===== src/rtl/tx_filter_pkg.sv =====
// Shared constants, coefficient table and output saturation for the transmit shaping filter.
package tx_filter_pkg;
  localparam int SAMPLE_W = 18;
  localparam int COEF_W   = 18;
  localparam int PROD_W   = SAMPLE_W + COEF_W;
  localparam int ACC_W    = 39;
  localparam int NPHASE   = 4;
  localparam int NSYM     = 8;

  // 0s18 taps, mirror-symmetric about the centre: H[n] == H[31-n]
  localparam logic [COEF_W-1:0] H_COEF [0:NPHASE*NSYM-1] = '{
    18'd201,   18'd602,   18'd1403,  18'd3000,  18'd5601,  18'd9602,  18'd15203, 18'd22400,
    18'd31201, 18'd41602, 18'd52803, 18'd64800, 18'd76801, 18'd88002, 18'd97603, 18'd104001,
    18'd104001, 18'd97603, 18'd88002, 18'd76801, 18'd64800, 18'd52803, 18'd41602, 18'd31201,
    18'd22400, 18'd15203, 18'd9602,  18'd5601,  18'd3000,  18'd1403,  18'd602,   18'd201
  };

  // 4s35 accumulator to 1s17: floor to the top fraction bits, clamp when the guard bits disagree
  function automatic logic signed [SAMPLE_W-1:0] sat_1s17(input logic signed [ACC_W-1:0] acc);
    logic [ACC_W-PROD_W:0] guard;
    guard = acc[ACC_W-1:PROD_W-1];
    if (guard == '0 || guard == '1)
      return acc[PROD_W-1:COEF_W];
    else if (acc[ACC_W-1])
      return {1'b1, {(SAMPLE_W-1){1'b0}}};
    else
      return {1'b0, {(SAMPLE_W-1){1'b1}}};
  endfunction
endpackage


===== src/rtl/polyphase_mac.sv =====
// One polyphase branch: 8 symbol x coefficient products summed into 4s35 and saturated to 1s17.
// Purely combinational; no storage and no flow control.
module polyphase_mac
  import tx_filter_pkg::*;
(
  input  logic [NSYM*SAMPLE_W-1:0] s_i,
  input  logic [NSYM*COEF_W-1:0]   coef_i,
  output logic [SAMPLE_W-1:0]      y_o
);

  logic signed [SAMPLE_W-1:0] samp;
  logic signed [COEF_W:0]     coef;
  logic signed [PROD_W-1:0]   prod;
  logic signed [ACC_W-1:0]    acc;

  // Coefficients are unsigned fractions, so a zero sign bit keeps them positive in the multiply
  always_comb begin
    samp = '0;
    coef = '0;
    prod = '0;
    acc  = '0;
    for (int k = 0; k < NSYM; k++) begin
      samp = s_i[k*SAMPLE_W +: SAMPLE_W];
      coef = {1'b0, coef_i[k*COEF_W +: COEF_W]};
      prod = PROD_W'(samp) * PROD_W'(coef);
      acc  = acc + {{(ACC_W-PROD_W){prod[PROD_W-1]}}, prod};
    end
  end

  assign y_o = sat_1s17(acc);

endmodule


===== src/rtl/pulse_shaping_filter.sv =====
// 4x polyphase pulse-shaping interpolator; y reflects the phase sum one sam_clk_en edge after it is formed.
// Strobe-driven with no backpressure: state holds whenever neither enable is asserted.
module pulse_shaping_filter
  import tx_filter_pkg::*;
#(
  parameter int NTAPS = 32
)
(
  input  logic                       clk,
  input  logic                       reset,
  input  logic                       sym_clk_en,
  input  logic                       sam_clk_en,
  input  logic signed [SAMPLE_W-1:0] x_in,
  output logic signed [SAMPLE_W-1:0] y
);

  localparam int IDX_W = $clog2(NTAPS);

  logic [NSYM*SAMPLE_W-1:0]   s_q, s_d;
  logic [1:0]                 ph_q, ph_d;
  logic signed [SAMPLE_W-1:0] y_q, y_d;
  logic [NSYM*COEF_W-1:0]     coef_sel;
  logic [SAMPLE_W-1:0]        mac_y;
  logic [IDX_W-1:0]           idx;

  // Branch k of phase ph uses tap 4k+ph
  always_comb begin
    coef_sel = '0;
    idx      = '0;
    for (int k = 0; k < NSYM; k++) begin
      idx = IDX_W'(k * (NTAPS / NSYM)) + IDX_W'(ph_q);
      coef_sel[k*COEF_W +: COEF_W] = H_COEF[idx];
    end
  end

  polyphase_mac u_mac (
    .s_i    (s_q),
    .coef_i (coef_sel),
    .y_o    (mac_y)
  );

  // On a coincident strobe y takes the old symbol set's last phase while the line shifts
  always_comb begin
    s_d  = s_q;
    ph_d = ph_q;
    y_d  = y_q;
    if (sym_clk_en) begin
      s_d  = {s_q[(NSYM-1)*SAMPLE_W-1:0], x_in};
      ph_d = 2'd0;
    end else if (sam_clk_en) begin
      ph_d = ph_q + 2'd1;
    end
    if (sam_clk_en)
      y_d = mac_y;
  end

  always_ff @(posedge clk) begin
    if (reset) begin
      s_q  <= '0;
      ph_q <= '0;
      y_q  <= '0;
    end else begin
      s_q  <= s_d;
      ph_q <= ph_d;
      y_q  <= y_d;
    end
  end

  assign y = y_q;

endmodule


===== config.mk =====
export PLATFORM = sky130hd
export DESIGN_NAME = pulse_shaping_filter
export DESIGN_NICKNAME = d
export VERILOG_FILES = /design/src/rtl/tx_filter_pkg.sv /design/src/rtl/polyphase_mac.sv /design/src/rtl/pulse_shaping_filter.sv
export SDC_FILE = /design/constraint.sdc
export NUM_CORES = 2
export LEC_CHECK = 0
export CAP_MARGIN = 0
export CORE_MARGIN = 5
export CORE_UTILIZATION = 55
export CTS_BUF_LIST = sky130_fd_sc_hd__clkbuf_8
export CTS_CLUSTER_DIAMETER = 40
export CTS_CLUSTER_SIZE = 16
export DETAILED_ROUTE_END_ITERATION = 8
export HOLD_SLACK_MARGIN = 0.15
export PLACE_DENSITY_LB_ADDON = 0.2
export SYNTH_ARGS = -nofsm -noshare
export SYNTH_HDL_FRONTEND = slang
export SYNTH_SLANG_ARGS = --single-unit

===== constraint.sdc =====
create_clock -name clk -period 15.4 [get_ports clk]
set_input_delay 4.62 -clock clk [delete_from_list [all_inputs] [get_ports clk]]
set_output_delay 4.62 -clock clk [all_outputs]
set_load 0.02 [all_outputs]

# After elaboration in Yosys (flattened, before gate mapping)
# Memories as Yosys holds them, arrays and structs flattened.
# Index checks and enable logic that the tools add are counted.
# op_classes
n_reduce_logical,3
bitwise,8
order_cmp,8
n_mul,8
n_mux,18
n_addsub,15
eq_ne,1
# ops
cell,count
$mux W18,18
$mul A18 B19 Y36,8
$add A39 B39 Y39,6
$ge A6 B6 Y1 const B,8
$add A36 B36 Y37,1
$not A5 Y6,6
$add A4 B2 Y5 const A,2
$add A5 B2 Y5 const A,2
$not A2 Y6,1
$not A4 Y6,1
$add A4 B3 Y5 const A,1
$add A3 B2 Y4 const A,1
$add A3 B3 Y4 const A,1
$eq A4 B4 Y1 const B,1
$logic_not A4 Y1,1
$add A2 B1 Y2 const B,1
$reduce_or A2 Y1,1
$logic_or A1 B1 Y1,1
# totals
output_inout_bits,18
inputBits,22
mem_count,8
reg_bits,164
elab_cells,72
mem_bits_ro,4608
# memory_table
name,words,width,read_ports,rd_clocked_by_memory_dff,wr,line_no,rtl
(name not given),32,18,1,0,0,pulse_shaping_filter.sv:32,coef_sel[k*COEF_W +: COEF_W] = H_COEF[idx];
(name not given),32,18,1,0,0,pulse_shaping_filter.sv:32,
(name not given),32,18,1,0,0,pulse_shaping_filter.sv:32,
(name not given),32,18,1,0,0,pulse_shaping_filter.sv:32,
(name not given),32,18,1,0,0,pulse_shaping_filter.sv:32,
(name not given),32,18,1,0,0,pulse_shaping_filter.sv:32,
2 more memories,n/a,n/a,n/a,n/a,n/a,n/a,

# Logic depth before layout (Yosys ltp)
# depth
depth_word,16
depth_mapped,61
mapped_depth_nobuf,55

# Modules after synthesis
# From an unflattened synthesis, not the netlist that was laid out.
# hier_totals
cells_unflattened,11073
hier_area_um2,98404.4
# by_module_without_submodules
mod,seq_area_each_um2,instances,cells_each,area_per_inst_um2
polyphase_mac,0.0,1,10528,92323.5
pulse_shaping_filter,3283.1,1,545,6080.8

# Worst setup path after synthesis
# Ideal clock, no wire load.
# synth_path
path_kind,reg-to-reg
start,register ph_q[0]
end,"register y_q[10], in the netlist y[10]"
arrival_time_ns,13.270
setup_time_ns,0.142
t_required_ns,15.258
slack_ns,1.988
path_stages_with_launch,55
cell_sequence,dfxtp_1 buf_2 inv_2 clkbuf_1 buf_1 ha_1 clkbuf_1 clkbuf_1 clkbuf_1 nand2_1 fa_1 fa_1 fa_1 inv_1 fa_1 fa_1 inv_1 fa_1 [19 not listed] and4_1 o41ai_1 a21bo_2 a21bo_2 fa_1 fa_1 inv_1 fa_1 fa_1 ha_1 a21o_1 a21oi_1 o211ai_1 a221oi_2 xor2_4 a21boi_2 buf_6 a211oi_2
# synth_via
word_cells_on_any_way,59
classes_between,14 x add/sub; 8 x mul; 1 x eq/ne; 18 x mux; 8 x bitwise; 2 x reduce/logical; 8 x memory
# synth_lines
element,line_no,rtl
start: declaration,pulse_shaping_filter.sv:20,"logic [1:0] ph_q, ph_d;"
start signal: assignment,pulse_shaping_filter.sv:64,ph_q <= ph_d;
$not A2 Y6 (implied by the code) (*),pulse_shaping_filter.sv:32,
$mem_v2 Z32 W18 (*),n/a,
$mux W18 (implied by the code) (*) (2 in series),pulse_shaping_filter.sv:32,
via coef_sel[0],pulse_shaping_filter.sv:22,logic [NSYM*COEF_W-1:0] coef_sel;
$mul A18 B19 Y36 (*),polyphase_mac.sv:25,prod = PROD_W'(samp) * PROD_W'(coef);
$add A36 B36 Y37 (*),polyphase_mac.sv:26,"acc = acc + {{(ACC_W-PROD_W){prod[PROD_W-1]}}, prod};"
$add A39 B39 Y39 (*) (6 in series),polyphase_mac.sv:26,
$eq A4 B4 Y1 or $logic_not A4 Y1 (tied branches),tx_filter_pkg.sv:22,if (guard == '0 || guard == '1)
$logic_or A1 B1 Y1,tx_filter_pkg.sv:22,
$mux W18 (*),tx_filter_pkg.sv:22,
end signal: assignment,pulse_shaping_filter.sv:65,y_q <= y_d;
end: declaration,pulse_shaping_filter.sv:21,"logic signed [SAMPLE_W-1:0] y_q, y_d;"
# The timed path passes the listed nets; every way through them passes the cells marked *. The select of a mux whose other input is x is not followed.
# A chain may end at the register's enable or synchronous reset.

# Final worst setup path
# layout_path
start,register ph_q[1]
end,"register y_q[6], in the netlist y[6]"
# layout_via
elab_chain_cells,16
word_cells_on_any_way,59
classes_between,14 x add/sub; 8 x mul; 1 x eq/ne; 18 x mux; 8 x bitwise; 2 x reduce/logical; 8 x memory
# layout_lines
element,line_no,rtl
$add A3 B2 Y4,pulse_shaping_filter.sv:31,idx = IDX_W'(k * (NTAPS / NSYM)) + IDX_W'(ph_q);
$not A4 Y6 (implied by the code),pulse_shaping_filter.sv:32,
$mem_v2 Z32 W18,n/a,
$mux W18 (implied by the code) (2 in series),pulse_shaping_filter.sv:32,
$mul A18 B19 Y36,polyphase_mac.sv:25,
$add A36 B36 Y37,polyphase_mac.sv:26,
$add A39 B39 Y39 (5 in series),polyphase_mac.sv:26,
$add A39 B39 Y39 (*),polyphase_mac.sv:26,
$eq A4 B4 Y1 or $logic_not A4 Y1 (tied branches),tx_filter_pkg.sv:22,
$logic_or A1 B1 Y1,tx_filter_pkg.sv:22,
$mux W18 (*),tx_filter_pkg.sv:22,
# Mark *: on every way between the ends. The rest lies on a longest branch, timed or not. The select of a mux whose other input is x is not followed.

==> results.ini <==
[worst_setup_path]
cp-end-kind=register
critical_path_arrival_ps=15250
crit_family=adder cells
max_stage_delay_ps=770
slowest_stage=a2111oi_0
r2r_slack_ps=740
startpoint_type=register
critPathKind=register to register
crit_top_cell=fa_1
cp_max_fo=21
worst-endpoint-required_ps=15990
worst-path-buf-inv=8

[timing]
slew_viol_final=0
fin_skew_ps=39.7
max_freq_mhz=68.2
tns_ps=0
fin_crit_ps=14660
slew_headroom_pct=15.3
hold_violations=0
tightestPinTransition_ps=1250
timing.final.crit_share_pct=95.2
rsz0062_at_grt=no
finalSetupViolations=0
setup_ws_ps=744

[power]
ir_drop_uv=117
pwr-share-comb_pct=69.8
leakage_nw=45.6
netSwitchingFraction_pct=54.9
p_per_area_nw_per_um2=37.9
switching_power_w=0.00163
p_clk_share_pct=13.7
seqPwrFrac_pct=16.6
total_power_w=0.00296
intPower_w=0.00134

[placement]
hpwl_um=179000
gp_congestion=0.987
portBuffers=39
dpl_worst_slack_ps=951
place_inst=9811

[cts]
cts_tree=yes
cts.htree.levels=4
clock_sinks=164
clock_path_buffers=2
clock_latency_ps=710
postCtsHoldBufs=0
root_buffer=clkbuf_8
cts_buffers=17
clkTransAtPathRegs_ps=120

[logic_synthesis]
ys_seq_area_share_pct=4.34
synth_edf_count=0
syn_inst=8168
syn_area_per_cell_um2=9.26
ys_ff_latch=164
syn_nets=11000
synthFlopType=dfxtp_1
ys_types=74
ys_warn_count=0
async_reset_ff_share_pct=0
synthesis.area_um2=75600

[drt]
dr.pass1.iters=6
drt_wl_total_um=212000
detail_route.wl_per_cell_um=21.5
drtIter0Drc=4193
vias=53300
drtAntennaViolNets=0
vias_per_cell=5.41
post-route-drc-count=0

[final_layout]
final_core_util_pct=57.1
fin_nets=10800
final_cells=9850
synthToLayoutAreaGrowth_pct=3.42
drive_gt1_share_pct=1.81

[global_route]
antenna_found_initial=6
grtUsageTotal_pct=30.4
grt_max_degree=106
grt_pass1_vias=56700
grt_pass1_wl_um=335000
grt-ovfl-total=0

[floorplanning]
die_h_um=381
pin_count=40
core_area_um2=137000
start_util_pct=55.2
die_area_um2=145000
die_w_um=381
rows=136

[status]
outcome=completed

[worst_hold_path]
hold_class=register to register

[job]
maxCapViolations=0

[worst paths after layout]
check,from,endpoint,cells past startpoint
setup reg to reg,ph_q[1]$_SDFFE_PP0P_,y[6]$_SDFFE_PP0P_,44
hold reg to reg,s_q[143]$_SDFFE_PP0P_,s_q[143]$_SDFFE_PP0P_,2
setup / recovery,ph_q[1]$_SDFFE_PP0P_,y[6]$_SDFFE_PP0P_,44
hold / removal,s_q[143]$_SDFFE_PP0P_,s_q[143]$_SDFFE_PP0P_,2
[cells by family after synthesis]
| logic type | Yosys count | synth area share (%) |
|---|---|---|
| adders and majority gates | 2786 | 60.6 |
| buffers and inverters | 2359 | 11.8 |
| and+or+nand+nor | 1721 | 11.8 |
| AOI/OAI and AO/OA | 701 | 6.13 |
| xor gates and xnor gates | 290 | 3.41 |
| DFF | 164 | 4.34 |
| muxes | 147 | 1.95 |
[worst register-to-register path, delay by kind of cell (launching register included)]
family / cells / cell delay [ps]
compound gates: 17 / 5570
fa+ha+maj: 14 / 6480
xor+xnor: 2 / 550
flops: 1 / 470
buf+inv: 8 / 840
simple gates: 3 / 630
[metrics by stage]
stage | hold slack (ps) | area [um^2]
5_1_grt | 541 | 78200
3_5_place_dp | 493 | 77800
3_3_place_gp | 478 | 77800
4_1_cts | 521 | 78200
6_report | 524 | 78200
2_1_floorplan | 492 | 75600
[registers in the layout, summed over array words and instances (netlist names)]
signal	cells
ph_q	2
s_q	144
y	18
[cells in the final DEF, fill, tap and decap left out, types with 9 or more instances in the layout]
cell type	Yosys	layout
xor2_1	118	118
xnor2_1	170	170
clkdlybuf4s50_1	0	37
a21oi_1	234	234
nand2_1	368	368
buf_4	1	50
nor3_1	42	42
nor2_1	351	351
and3_1	31	31
a211oi_2	10	10
or2_2	14	14
a221o_1	9	9
o211ai_1	16	16
inv_1	2117	2117
o31ai_1	10	10
nand3_1	39	39
nor2b_1	291	291
ha_1	1321	1313
o21bai_1	54	54
and2_1	327	327
a31oi_1	20	20
fa_1	1465	1465
nand4_1	10	10
o21ai_0	101	101
mux2i_1	146	146
a21o_1	104	104
or3_1	13	13
o21a_1	35	35
a211oi_1	23	23
nand2b_1	211	211
dfxtp_1	164	162
clkbuf_8	0	17
[Yosys cell counts (9+ instances only)]
library cell,number,share of area [%]
o21bai_1,54,0.54
and2_1,327,2.7
mux2i_1,146,1.9
clkbuf_1,204,1.0
nand2b_1,211,1.7
a21o_1,104,1.0
a211oi_2,10,0.17
a31oi_1,20,0.17
buf_2,11,0.073
nor2_1,351,1.7
nor2b_1,291,2.4
o31ai_1,10,0.099
inv_1,2117,11
fa_1,1465,39
buf_1,19,0.094
nor3_1,42,0.28
xor2_1,118,1.4
or3_1,13,0.11
or2_2,14,0.12
and3_1,31,0.26
o211ai_1,16,0.16
o21ai_0,101,0.67
a211oi_1,23,0.23
a21oi_1,234,1.5
o21a_1,35,0.35
ha_1,1321,22
xnor2_1,170,2.0
nand3_1,39,0.26
a221o_1,9,0.12
dfxtp_1,164,4.3
nand2_1,368,1.8
nand4_1,10,0.083
[metal layers]
layer	global-route usage, %	vias up	routed length, um
met2	42.0	2018	84100
met4	8.84	8	7060
li1	-	24600	-
met1	45.0	26400	97200
met5	1.42	-	299
met3	10.2	263	22900
[power groups by stage]
| stage | registers [W] | logic (W) | clock network [W] |
|---|---|---|---|
| global placement | 0.000500 | 0.00199 | 0 |
| detailed placement | 0.000499 | 0.00203 | 0 |
| floorplan | 0.000476 | 0.00139 | 0 |
| CTS | 0.000490 | 0.00205 | 0.000419 |
| global route | 0.000498 | 0.00234 | 0.000429 |
| finish | 0.000492 | 0.00207 | 0.000405 |
[timing repair]
item	4_1_cts	5_1_grt
setup endpoints to repair	0	2
endpoints found under the hold margin	0	0
resized for setup	0	0
setup buffers	0	1
[cell type report]
| type | count | area (um^2) |
|---|---|---|
| Inverter | 2118 | 7950 |
| Clock inverter | 15 | 159 |
| Multi-Input combinational cell | 5645 | 63500 |
| Sequential cell | 164 | 3290 |
| Fill cell | 12300 | 58800 |
| Antenna cell | 6 | 15.0 |
| Timing Repair Buffer | 91 | 812 |
| Tap cell | 1794 | 2240 |
| Clock buffer | 17 | 234 |
Note: power is estimated with default switching activity, not from simulation.
